### src/rtl/crc8_pkg.sv
// rtl/crc8_pkg.sv - shared CRC-8 constants and table reference function
package crc8_pkg;

  localparam logic [7:0] CRC8_POLY    = 8'h07;
  localparam logic [7:0] CRC8_INIT    = 8'h00;
  localparam logic [7:0] CRC8_XOR_OUT = 8'h00;
  localparam int         NUM_CH       = 2;

  // MSB-first CRC-8 of a single byte starting from zero; one ROM entry.
  function automatic logic [7:0] table_entry(input logic [7:0] poly, input logic [7:0] idx);
    logic [7:0] c;
    c = idx;
    for (int i = 0; i < 8; i++) begin
      c = c[7] ? ((c << 1) ^ poly) : (c << 1);
    end
    return c;
  endfunction

endpackage

### src/rtl/crc8_table.sv
// rtl/crc8_table.sv - 256-entry CRC-8 lookup ROM with registered output
module crc8_table
  import crc8_pkg::*;
#(
  parameter logic [7:0] POLYNOMIAL = CRC8_POLY
) (
  input  logic       clk_i,
  input  logic [7:0] addr_i,
  output logic [7:0] data_o
);

  logic [7:0] data_q;

  always_ff @(posedge clk_i) begin
    data_q <= table_entry(POLYNOMIAL, addr_i);
  end

  assign data_o = data_q;

endmodule

### src/rtl/crc8_dual_scheduler.sv
// rtl/crc8_dual_scheduler.sv - two byte-stream CRC-8 channels sharing one table ROM
module crc8_dual_scheduler
  import crc8_pkg::*;
#(
  parameter logic [7:0] POLYNOMIAL = CRC8_POLY,
  parameter logic [7:0] INIT       = CRC8_INIT,
  parameter logic [7:0] XOR_OUT    = CRC8_XOR_OUT
) (
  input  logic       clk_i,
  input  logic       rst_ni,
  input  logic [7:0] s0_data_i,
  input  logic       s0_valid_i,
  input  logic       s0_last_i,
  output logic       s0_ready_o,
  input  logic [7:0] s1_data_i,
  input  logic       s1_valid_i,
  input  logic       s1_last_i,
  output logic       s1_ready_o,
  output logic [7:0] crc0_o,
  output logic       crc0_valid_o,
  output logic [7:0] crc1_o,
  output logic       crc1_valid_o
);

  logic [NUM_CH-1:0]      valid;
  logic [NUM_CH-1:0]      last;
  logic [NUM_CH-1:0]      elig;
  logic [NUM_CH-1:0]      grant;
  logic [NUM_CH-1:0]      inflight_q;
  logic [NUM_CH-1:0]      last_pend_q;
  logic [NUM_CH-1:0]      crc_valid_q;
  logic [NUM_CH-1:0][7:0] acc_q;
  logic [NUM_CH-1:0][7:0] crc_q;
  logic                   prio_q;
  logic                   rsp_v_q;
  logic                   rsp_ch_q;
  logic [7:0]             rom_addr;
  logic [7:0]             rom_data;

  assign valid = {s1_valid_i, s0_valid_i};
  assign last  = {s1_last_i, s0_last_i};
  assign elig  = valid & ~inflight_q;

  // A channel with a lookup outstanding yields, so the other never stalls behind it.
  always_comb begin
    grant = '0;
    if (rst_ni) begin
      if (elig[0] && (!elig[1] || !prio_q)) begin
        grant[0] = 1'b1;
      end else if (elig[1]) begin
        grant[1] = 1'b1;
      end
    end
  end

  assign s0_ready_o = grant[0];
  assign s1_ready_o = grant[1];
  assign rom_addr   = grant[1] ? (acc_q[1] ^ s1_data_i) : (acc_q[0] ^ s0_data_i);

  crc8_table #(
    .POLYNOMIAL(POLYNOMIAL)
  ) u_table (
    .clk_i (clk_i),
    .addr_i(rom_addr),
    .data_o(rom_data)
  );

  always_ff @(posedge clk_i) begin
    if (!rst_ni) begin
      inflight_q  <= '0;
      last_pend_q <= '0;
      crc_valid_q <= '0;
      acc_q       <= {NUM_CH{INIT}};
      crc_q       <= {NUM_CH{INIT ^ XOR_OUT}};
      prio_q      <= 1'b0;
      rsp_v_q     <= 1'b0;
      rsp_ch_q    <= 1'b0;
    end else begin
      crc_valid_q <= '0;
      rsp_v_q     <= |grant;
      rsp_ch_q    <= grant[1];
      if (|grant) begin
        prio_q <= grant[0];
      end
      if (rsp_v_q) begin
        inflight_q[rsp_ch_q] <= 1'b0;
        if (last_pend_q[rsp_ch_q]) begin
          crc_q[rsp_ch_q]       <= rom_data ^ XOR_OUT;
          crc_valid_q[rsp_ch_q] <= 1'b1;
          acc_q[rsp_ch_q]       <= INIT;
        end else begin
          acc_q[rsp_ch_q] <= rom_data;
        end
      end
      for (int k = 0; k < NUM_CH; k++) begin
        if (grant[k]) begin
          inflight_q[k]  <= 1'b1;
          last_pend_q[k] <= last[k];
        end
      end
    end
  end

  assign crc0_o       = crc_q[0];
  assign crc1_o       = crc_q[1];
  assign crc0_valid_o = crc_valid_q[0];
  assign crc1_valid_o = crc_valid_q[1];

`ifdef FORMAL
  always_comb begin
    assert ($onehot0(grant));
    assert ((grant & inflight_q) == '0);
    if (rsp_v_q) begin
      assert (inflight_q[rsp_ch_q]);
    end
  end
`endif

endmodule

### config.mk
export PLATFORM = sky130hd
export DESIGN_NAME = crc8_dual_scheduler
export DESIGN_NICKNAME = d
export VERILOG_FILES = /design/src/rtl/crc8_pkg.sv /design/src/rtl/crc8_table.sv /design/src/rtl/crc8_dual_scheduler.sv
export SDC_FILE = /design/constraint.sdc
export NUM_CORES = 1
export LEC_CHECK = 0
export ABC_CLOCK_PERIOD_IN_PS = 1300
export BUFFER_PORTS_ARGS = -buffer_cell sky130_fd_sc_hd__buf_2
export CAP_MARGIN = 10
export CORE_AREA = 5 5 77 79
export CTS_CLUSTER_SIZE = 14
export DETAILED_ROUTE_END_ITERATION = 8
export DIE_AREA = 0 0 82 84
export HOLD_SLACK_MARGIN = 0.06
export PLACE_DENSITY = 0.74
export SETUP_SLACK_MARGIN = 0.1
export SLEW_MARGIN = 20
export SYNTH_ARGS = -nofsm -noshare
export SYNTH_HDL_FRONTEND = slang
export SYNTH_SLANG_ARGS = --single-unit
export TNS_END_PERCENT = 1
### constraint.sdc
create_clock -name clk_i -period 1.3 [get_ports clk_i]
set_input_delay 0.13 -clock clk_i [delete_from_list [all_inputs] [get_ports clk_i]]
set_output_delay 0.13 -clock clk_i [all_outputs]
set_load 0.02 [all_outputs]
# Word level (Yosys, flattened, before mapping)
# Cells that the tools add are included.
# totals
regBits	49
in_bits	22
out_inout_bits	20
elab_cells	67
# op_classes
magnitude_cmp	2
muxes	25
bitwise	16
reduce_logical	10
# ops
cell	n
$bwmux W16	2
$mux W3	8
$not A3 Y3	8
$and A16 B16 Y16	1
$mux W16	1
$mux W8	2
$not A16 Y16	1
$xor A8 B8 Y8	2
$demux W8 S1	1
$mux W1	8
$and A2 B2 Y2	2
$mux W2	2
$not A2 Y2	2
$reduce_bool A2 Y1	2
$reduce_and A3 Y1	1
$logic_and A1 B1 Y1	2
$logic_not A1 Y1	2
$lt A1 B2 Y1 const B	1
$reduce_and A2 Y1	1
$reduce_or A2 Y1	1
$demux W1 S1	1
$ge A1 B1 Y1 const B	1
$logic_or A1 B1 Y1	1

# Logic depth before layout (Yosys ltp)
# Gate-level depths: netlist of run 1.
# depth
depth_word	24
depth_mapped	6
ltp_nobuf	4

# Hierarchy
# Synthesis of run 1 repeated with hierarchy kept, for this count alone.
# hier_totals
cells_unflattened	224
area_unflattened_um2	2138.3
# modules_own_cells
mod	n_inst	cells_each	area_per_inst_um2
crc8_dual_scheduler	1	203	1849.3
crc8_table	1	21	289.0

# Least setup slack after synthesis of run 1
# OpenSTA, ideal clock, no wires.
# synth_timing
path_type	register to register
startpoint	reg prio_q
endpoint	reg inflight_q[1]
t_arrival_ns	1.297
slack_ns	-0.112
path_stages_with_launch	6
path_cell_list	dfxtp_1 or3b_4 and3_4 buf_6 buf_6 a31o_1
# synth_between
elab_chain_cells	6
word_cells_on_any_way	7
# synth_lines
item	line	rtl
from (decl)	crc8_dual_scheduler.sv:34	logic prio_q;
from (signal assigned)	crc8_dual_scheduler.sv:83	prio_q <= grant[0];
$logic_not A1 Y1 *	crc8_dual_scheduler.sv:48	if (elig[0] && (!elig[1] || !prio_q)) begin
$logic_or A1 B1 Y1 *	crc8_dual_scheduler.sv:48	
$logic_and A1 B1 Y1 *	crc8_dual_scheduler.sv:48	
$mux W1 *	crc8_dual_scheduler.sv:48	
$mux W2 *	crc8_dual_scheduler.sv:47	if (rst_ni) begin
net s1_ready_o	crc8_dual_scheduler.sv:18	output logic s1_ready_o,
$mux W1 / $reduce_bool A2 Y1 (equally long branches)	--	
to (signal assigned)	crc8_dual_scheduler.sv:70	inflight_q <= '0;
to (signal, indexed assignment)	crc8_dual_scheduler.sv:86	inflight_q[rsp_ch_q] <= 1'b0;
to (signal, indexed assignment)	crc8_dual_scheduler.sv:97	inflight_q[k] <= 1'b1;
to (decl)	crc8_dual_scheduler.sv:29	logic [NUM_CH-1:0] inflight_q;
# The timed path passes the listed nets; every way through them passes the cells marked *.
# A chain may end at the register's enable or synchronous reset.

# Worst setup path after layout of run 1
# layout_timing
startpoint	reg prio_q
endpoint	out s1_ready_o
# layout_between
elab_chain_cells	5
# layout_lines
item	line
$logic_not A1 Y1	crc8_dual_scheduler.sv:48
$logic_or A1 B1 Y1	crc8_dual_scheduler.sv:48
$logic_and A1 B1 Y1	crc8_dual_scheduler.sv:48
$mux W1	crc8_dual_scheduler.sv:48
$mux W2	crc8_dual_scheduler.sv:47
to (decl)	crc8_dual_scheduler.sv:18
# Every way passes these cells.

==> results of run 1 <==
## repair_timing
action | CTS | global route
endpoints found under the hold margin | 1 | 0
gates resized for setup | 7 | 8
setup buffers | 2 | 0
pin swaps | 1 | 0
hold buffers | 1 | 0
setup endpoints to repair | 12 | 33
cloned | 0 | 0
## placed cells by master, fill, tap and decap left out, types with 3 or more instances in the layout
cell / synthesis / routed
xnor2_1: 42 / 40
buf_4: 0 / 14
clkbuf_8: 0 / 5
a21oi_1: 10 / 9
nand3_1: 9 / 9
a21boi_0: 23 / 23
and3_1: 3 / 3
buf_2: 2 / 39
nor2b_1: 12 / 10
dfxtp_1: 49 / 46
dfxtp_2: 0 / 3
nand2_1: 36 / 35
mux2i_1: 9 / 9
nor3b_1: 8 / 8
nand3b_1: 8 / 8
## kinds of logic (layout without fill, tap and decap cells)
group / Yosys count / count (layout) / share of synthesized area, %
buf+inv: 14 / 65 / 3.16
mux: 9 / 9 / 4.07
flops: 49 / 49 / 44.3
simple gates: 84 / 84 / 20.6
compound gates: 37 / 37 / 11.3
xor+xnor: 42 / 42 / 16.6
## metrics by stage
| step | utilization, % | area, um2 | hold slack, ns |
|---|---|---|---|
| global placement | 48.4 | 2550 | 0.353 |
| detailed placement | 48.4 | 2550 | 0.351 |
| finish | 51.5 | 2720 | 0.0834 |
| global route | 51.5 | 2720 | 0.0893 |
| floorplan | - | 2220 | 0.245 |
| CTS | 50.9 | 2680 | 0.0802 |
## tightest hold or removal path, stage by stage
cell and delay [ns]:
buf_2 0.08, mux2i_1 0.06, nor2b_1 0.09
## registers in the layout (all words and copies together) (netlist names), 2 cells and up
name / cells
crc1_o: 8
acc_q: 16
crc_valid_q: 2
last_pend_q: 2
crc0_o: 8
inflight_q: 2
u_table.data_o: 8
## final timing paths
kind / from / endpoint / slack (ns) / cells after the start
worst max-delay path: prio_q / s1_ready_o / -0.16 / 3
worst min-delay path: s0_last_i / last_pend_q[0] / 0.08 / 3
worst max register to register: prio_q / rsp_v_q / -0.10 / 4
worst min register to register: crc1_o[7] / crc1_o[7] / 0.46 / 2
## cell usage after synthesis
library cell	number
a21boi_1	2
o21ai_1	1
and3_4	1
buf_2	2
and2_1	2
or2b_1	1
and3_1	3
nor3b_1	8
clkbuf_1	10
nand3b_1	8
mux2i_1	9
buf_6	2
nand2_1	36
or2_1	1
a31o_1	1
xnor2_1	42
dfxtp_1	49
a21boi_0	23
nor2b_1	12
or3b_4	1
a21oi_1	10
nand3_1	9
nand2b_1	2
## routing by layer
metal	share of wire, %	vias up	track usage (%)
met5	0	-	0
met4	0.70	0	3.63
met1	48	784	19.8
li1	-	873	-
met2	46	36	22.4
met3	5.0	4	3.35
## final cells by class
type,count,area share (%)
Sequential cell,49,36.3
Clock inverter,3,0.783
Multi-Input combinational cell,172,44.1
Timing Repair Buffer,57,13.0
Clock buffer,5,2.53
Tap cell,72,3.32
## power by group through the flow
| stage | clock network [mW] | registers [mW] | logic, mW |
|---|---|---|---|
| 2_1_floorplan | 0 | 1.89 | 0.712 |
| 3_3_place_gp | 0 | 2.01 | 0.920 |
| 3_5_place_dp | 0 | 2.00 | 0.937 |
| 4_1_cts | 0.937 | 1.97 | 0.963 |
| 5_1_grt | 1.00 | 2.00 | 1.06 |
| 6_report | 0.906 | 1.97 | 0.976 |
==> results_tabular.tex, run 1 <==
\begin{tabular}{lr}
\hline
Metric & Value \\
\hline
\multicolumn{2}{l}{\textbf{Power and ir drop}} \\
Maximum VDD drop & 0.717 mV \\
Power consumption & 3.86 mW \\
Total power density per cell area & 1420 mW/mm2 \\
Combinational share of power & 25.3\% \\
Switching power as a share of total power & 31.6\% \\
Share of total power in sequential cells & 51.2\% \\
Switching power total & between 1 and 1.5 mW \\
Fraction of power consumed by the clock network & 23.5\% \\
Pint & 2.64 mW \\
Static Leakage & 1.02 nW \\
\multicolumn{2}{l}{\textbf{Synth}} \\
Synth Cell Area & 0.00222 mm2 \\
Count of mapped cells out of synthesis & 235 \\
Total of flip-flops plus latches after synthesis & 49 \\
Cell taking the most area after synthesis & dfxtp\_1 \\
Portion of the post-synthesis area used by sequential elements & between 40\% and 50\% \\
Synth unique cells & 23 \\
Synth Warn \# & 0 \\
Area share of the largest cell type after synthesis & 44.3\% \\
Mapped Avg Cell Area & 9.43 um2 \\
Net Count, Synth & between 200 and 300 \\
Leading post-synthesis cells by cell area & dfxtp\_1, xnor2\_1, a21boi\_0 \\
\multicolumn{2}{l}{\textbf{Clocking}} \\
Clock Pin Slew Worst Setup and Hold Paths & $\sim$0.09 ns \\
H-tree levels & 2 \\
Number of buffers created by CTS & 5 \\
Number of clock sinks seen by CTS & 49 \\
Clk Tree Root Cell & clkbuf\_8 \\
CTS max path bufs & 2 \\
Clk Latency, worst-skew pair & 0.31 ns \\
CTS tree & yes \\
\multicolumn{2}{l}{\textbf{Critical path}} \\
Number of buffers and inverters on the critical path & 1 \\
Category of the worst setup path capture point & output port \\
CP peak stage delay & 0.39 ns \\
Standard cell with the maximum stage delay on the critical path & or3b\_4 \\
Required time of the worst setup path & 1.17 ns \\
Critical path startpoint category & flip-flop \\
Delay-heaviest family, CP & simple AND/OR/NAND/NOR gates \\
Arrival time of data at the critical path endpoint & 1.33 ns \\
Worst-path cell chain & or3b\_4 -> and3\_4 -> buf\_6 \\
Top fanout value on the critical path & 3 \\
Worst Setup Path Type & flip-flop to output port \\
\multicolumn{2}{l}{\textbf{Placement}} \\
Worst-case setup slack after placement & around 0.039 ns \\
Half-perimeter wire length after placement & 3460 um \\
Input/output buffers & about 40 \\
Gpl congestion & 0.810 \\
Placed instance count & approximately 350 \\
\multicolumn{2}{l}{\textbf{STA}} \\
Number of hold violations in the final report & 0 \\
Setup Skew & 0.0140 ns \\
Final setup violation count & 13 \\
Worst-case setup margin in the final layout & -0.157 ns \\
Max Clk Rate & 0.687 GHz \\
Pins Over Slew Limit & 0 \\
Shortest clock period the worst path allows after layout & $\sim$1.5 ns \\
Unrepaired setup endpoints after global routing & true \\
Sum of negative setup slack & -0.732 ns \\
Transition at the pin with the smallest max-transition slack & 0.424 ns \\
Final worst path period share & 112\% \\
Worst slew margin relative to its limit & 71.6\% \\
\multicolumn{2}{l}{\textbf{Global route}} \\
Overflow left after global routing & 0 \\
Number of antenna violations at the first check in global routing & 0 \\
Vias in the first global route & 1676 \\
First-pass GRT wire length & 7850 um \\
Maximum number of pins on one net before global-route repair & 28 \\
Aggregate global-route resource usage & 14.4\% \\
\multicolumn{2}{l}{\textbf{Routing}} \\
Routed length per placed instance & 13.1 um \\
Total Routed Length & 4690 um \\
Drt pass-1 iters & 4 \\
Initial detailed-routing violation count & 134 \\
Post-DRT Antenna Nets & 0 \\
Detailed-route via count & 1697 \\
Per-cell via count in the routed design & 4.74 \\
Residual DRC count & 0 \\
\multicolumn{2}{l}{\textbf{Floorplanning}} \\
Row cnt & 27 \\
Area enclosed by the die boundary & 0.00689 mm2 \\
Number of top-level pins & 42 \\
Initial Utilization & 42.0\% \\
Area inside the core boundary & 0.00527 mm2 \\
Die span in x & 82 um \\
DIE HEIGHT & approximately 84 um \\
\multicolumn{2}{l}{\textbf{Run status}} \\
Violated checks & setup timing \\
Run status & finished, violations left \\
\multicolumn{2}{l}{\textbf{Layout}} \\
Synthesis-to-layout area growth & 22.6\% \\
Reg area & a little under 0.001 mm2 \\
Total Nets Final & around 310 \\
Area of the multi-input gates & $\sim$0.0012 mm2 \\
Final non-filler cell total & 358 \\
Layout cells sized above 1 & 26.6\% \\
Number of diodes added for antenna fixing & 0 \\
Filler cell count & around 530 \\
\multicolumn{2}{l}{\textbf{Job}} \\
Max-cap check violation count & 0 \\
\multicolumn{2}{l}{\textbf{Hold path}} \\
Worst min-delay path class & input pin to flip-flop \\
\hline
\end{tabular}
No activity file was read; power rests on OpenSTA's default activity.
==> inputs of run 2 (changes only) <==
--- a/config.mk
+++ b/config.mk
@@ -13,7 +13,7 @@
 export DETAILED_ROUTE_END_ITERATION = 8
 export DIE_AREA = 0 0 82 84
 export HOLD_SLACK_MARGIN = 0.06
-export PLACE_DENSITY = 0.74
+export PLACE_DENSITY = 0.67
 export SETUP_SLACK_MARGIN = 0.1
 export SLEW_MARGIN = 20
 export SYNTH_ARGS = -nofsm -noshare
==> constraint.sdc (replaced) <==
create_clock -name clk_i -period 1.3 [get_ports clk_i]
set_input_delay 0.13 -clock clk_i [delete_from_list [all_inputs] [get_ports clk_i]]
set_output_delay 0.13 -clock clk_i [all_outputs]
set_load 0.005 [all_outputs]
==> results_tabular.tex, run 2 (same netlist as run 1, synthesis figures left out) <==
\begin{tabular}{lr}
\hline
Metric & Value \\
\hline
\multicolumn{2}{l}{\textbf{Clocking}} \\
Number of clock sinks seen by CTS & 49 \\
Clock Pin Slew Worst Setup and Hold Paths & 0.09 ns \\
Clk Tree Root Cell & clkbuf\_8 \\
Clk Latency, worst-skew pair & 0.30 ns \\
H-tree levels & 2 \\
Number of buffers created by CTS & 5 \\
CTS max path bufs & 2 \\
CTS tree & yes \\
\multicolumn{2}{l}{\textbf{STA}} \\
Number of hold violations in the final report & 0 \\
Final worst path period share & 110\% \\
Setup Skew & 0.00984 ns \\
Final setup violation count & 13 \\
Pins Over Slew Limit & 0 \\
Worst slew margin relative to its limit & 74.7\% \\
Worst-case setup margin in the final layout & -0.131 ns \\
Transition at the pin with the smallest max-transition slack & 0.377 ns \\
Unrepaired setup endpoints after global routing & true \\
Shortest clock period the worst path allows after layout & roughly 1.4 ns \\
Max Clk Rate & approximately 0.7 GHz \\
Hold slack final & around 0.09 ns \\
\multicolumn{2}{l}{\textbf{Floorplanning}} \\
Row cnt & 27 \\
Initial Utilization & roughly 42\% \\
DIE HEIGHT & around 84 um \\
Die span in x & 82 um \\
Number of top-level pins & 42 \\
Area inside the core boundary & $\sim$0.0053 mm2 \\
Area enclosed by the die boundary & between 0.006 and 0.007 mm2 \\
\multicolumn{2}{l}{\textbf{Critical path}} \\
Category of the worst setup path capture point & output port \\
Crit. Startpoint & inflight\_q[0] \\
Standard cell with the maximum stage delay on the critical path & or3b\_4 \\
CP peak stage delay & 0.39 ns \\
Delay-heaviest family, CP & simple AND/OR/NAND/NOR gates \\
Reg2Reg Launch Point & inflight\_q[0] \\
Worst-path cell chain & or3b\_4 -> and3\_4 -> buf\_6 \\
Critical Path End & s1\_ready\_o \\
Instance count on the critical path & 3 \\
Top fanout value on the critical path & 3 \\
Worst Setup Path Type & flip-flop to output port \\
Number of buffers and inverters on the critical path & 1 \\
FF-to-FF End & rsp\_v\_q \\
Number of cell instances on the worst register-to-register path & 4 \\
Slack of the worst reg-to-reg path & -0.09 ns \\
Required time of the worst setup path & 1.17 ns \\
Arrival time of data at the critical path endpoint & roughly 1.3 ns \\
Critical path startpoint category & flip-flop \\
\multicolumn{2}{l}{\textbf{Placement}} \\
Worst-case setup slack after placement & around 0.006 ns \\
Gpl congestion & 0.755 \\
Input/output buffers & 41 \\
\multicolumn{2}{l}{\textbf{Layout}} \\
Number of diodes added for antenna fixing & 0 \\
Most common cell after layout, fill and taps aside & dfxtp\_1 \\
Synthesis-to-layout area growth & 23.8\% \\
Register name with the most flops & acc\_q \\
Layout cells sized above 1 & 27.3\% \\
Max reg flops & 16 \\
Total Nets Final & 307 \\
Highest-count cells in the layout ignoring fill and taps & dfxtp\_1, xnor2\_1, buf\_2 \\
\multicolumn{2}{l}{\textbf{Hold path}} \\
Worst min-delay path class & input pin to flip-flop \\
Hold path start & s0\_last\_i \\
\multicolumn{2}{l}{\textbf{Global route}} \\
Number of antenna violations at the first check in global routing & 0 \\
Aggregate global-route resource usage & 15.0\% \\
First-pass GRT wire length & 8040 um \\
Maximum number of pins on one net before global-route repair & 29 \\
Vias in the first global route & 1750 \\
Overflow left after global routing & 0 \\
\multicolumn{2}{l}{\textbf{Job}} \\
Max-cap check violation count & 0 \\
\multicolumn{2}{l}{\textbf{Run status}} \\
Run status & finished, violations left \\
Violated checks & setup timing \\
\multicolumn{2}{l}{\textbf{Routing}} \\
Residual DRC count & 0 \\
Routed length per placed instance & 13.5 um \\
Per-cell via count in the routed design & between 4 and 5 \\
Detailed-route via count & 1715 \\
Total Routed Length & 4820 um \\
Drt pass-1 iters & 4 \\
Initial detailed-routing violation count & 84 \\
Post-DRT Antenna Nets & 0 \\
\multicolumn{2}{l}{\textbf{Power and ir drop}} \\
Fraction of power consumed by the clock network & between 20\% and 30\% \\
Pint & 2.89 mW \\
Combinational share of power & 23.7\% \\
Maximum VDD drop & 0.612 mV \\
Switching power total & 1.20 mW \\
Switching power as a share of total power & 29.3\% \\
Total power density per cell area & 1490 mW/mm2 \\
Share of total power in sequential cells & around half \\
Static Leakage & 1.03 nW \\
\hline
\end{tabular}
run 2: worst min-delay path: cells and delay by family:
| family | cells | cell delay (ns) |
|---|---|---|
| buffers and inverters | 1 | 0.08 |
| muxes | 1 | 0.05 |
| and+or+nand+nor | 1 | 0.10 |
run 2: how the worst min path moves through the flow:
stage | endpoint | cells after the start
floorplan | last_pend_q[1] | 2
global placement | last_pend_q[1] | 3
detailed placement | last_pend_q[1] | 3
CTS | last_pend_q[0] | 3
global route | last_pend_q[0] | 3
finish | last_pend_q[0] | 3
run 2: final cells by class:
type / count / area [um2]
fillers: 516 / 2530
flip-flops and latches: 49 / 985
repair buffers: 57 / 347
well taps: 72 / 90.1
clock buffers: 6 / 82.6
clock inverters: 2 / 37.5
multi-input cells: 172 / 1200
run 2: power groups by stage:
stage	sequential (mW)	clock [mW]	combinational (mW)
4_1_cts	1.98	1.17	0.974
6_report	1.98	1.14	0.970
3_3_place_gp	2.01	0	0.924
5_1_grt	2.01	1.22	1.07
3_5_place_dp	2.01	0	0.936
2_1_floorplan	1.88	0	0.707
run 2: what timing repair did:
action / CTS / global route
hold buffers: 1 / 0
buffers inserted: 2 / 0
setup endpoints to repair: 13 / 33
hold endpoints to repair: 1 / 0
gates cloned: 0 / 0
pin swaps: 1 / 2
resized for setup: 7 / 8
run 2: layer usage:
metal	up-vias	global-route usage, %	part of all wire (%)
met5	-	0	0
met3	11	3.89	6.7
met2	41	24.5	47
met1	790	18.6	44
li1	873	-	-
met4	0	5.59	1.7
run 2: metrics by stage:
step | power, mW | TNS (ns) | std cells | cell area [um2] | utilization, %
6_report | 4.09 | -0.482 | 358 | 2740 | 52.1
3_5_place_dp | 2.94 | 0 | 347 | 2550 | 48.4
4_1_cts | 4.12 | -0.649 | 358 | 2720 | 51.6
5_1_grt | 4.29 | -1.12 | 358 | 2740 | 52.1
3_3_place_gp | 2.94 | 0 | 347 | 2550 | 48.4
2_1_floorplan | 2.59 | -0.109 | 235 | 2220 | -
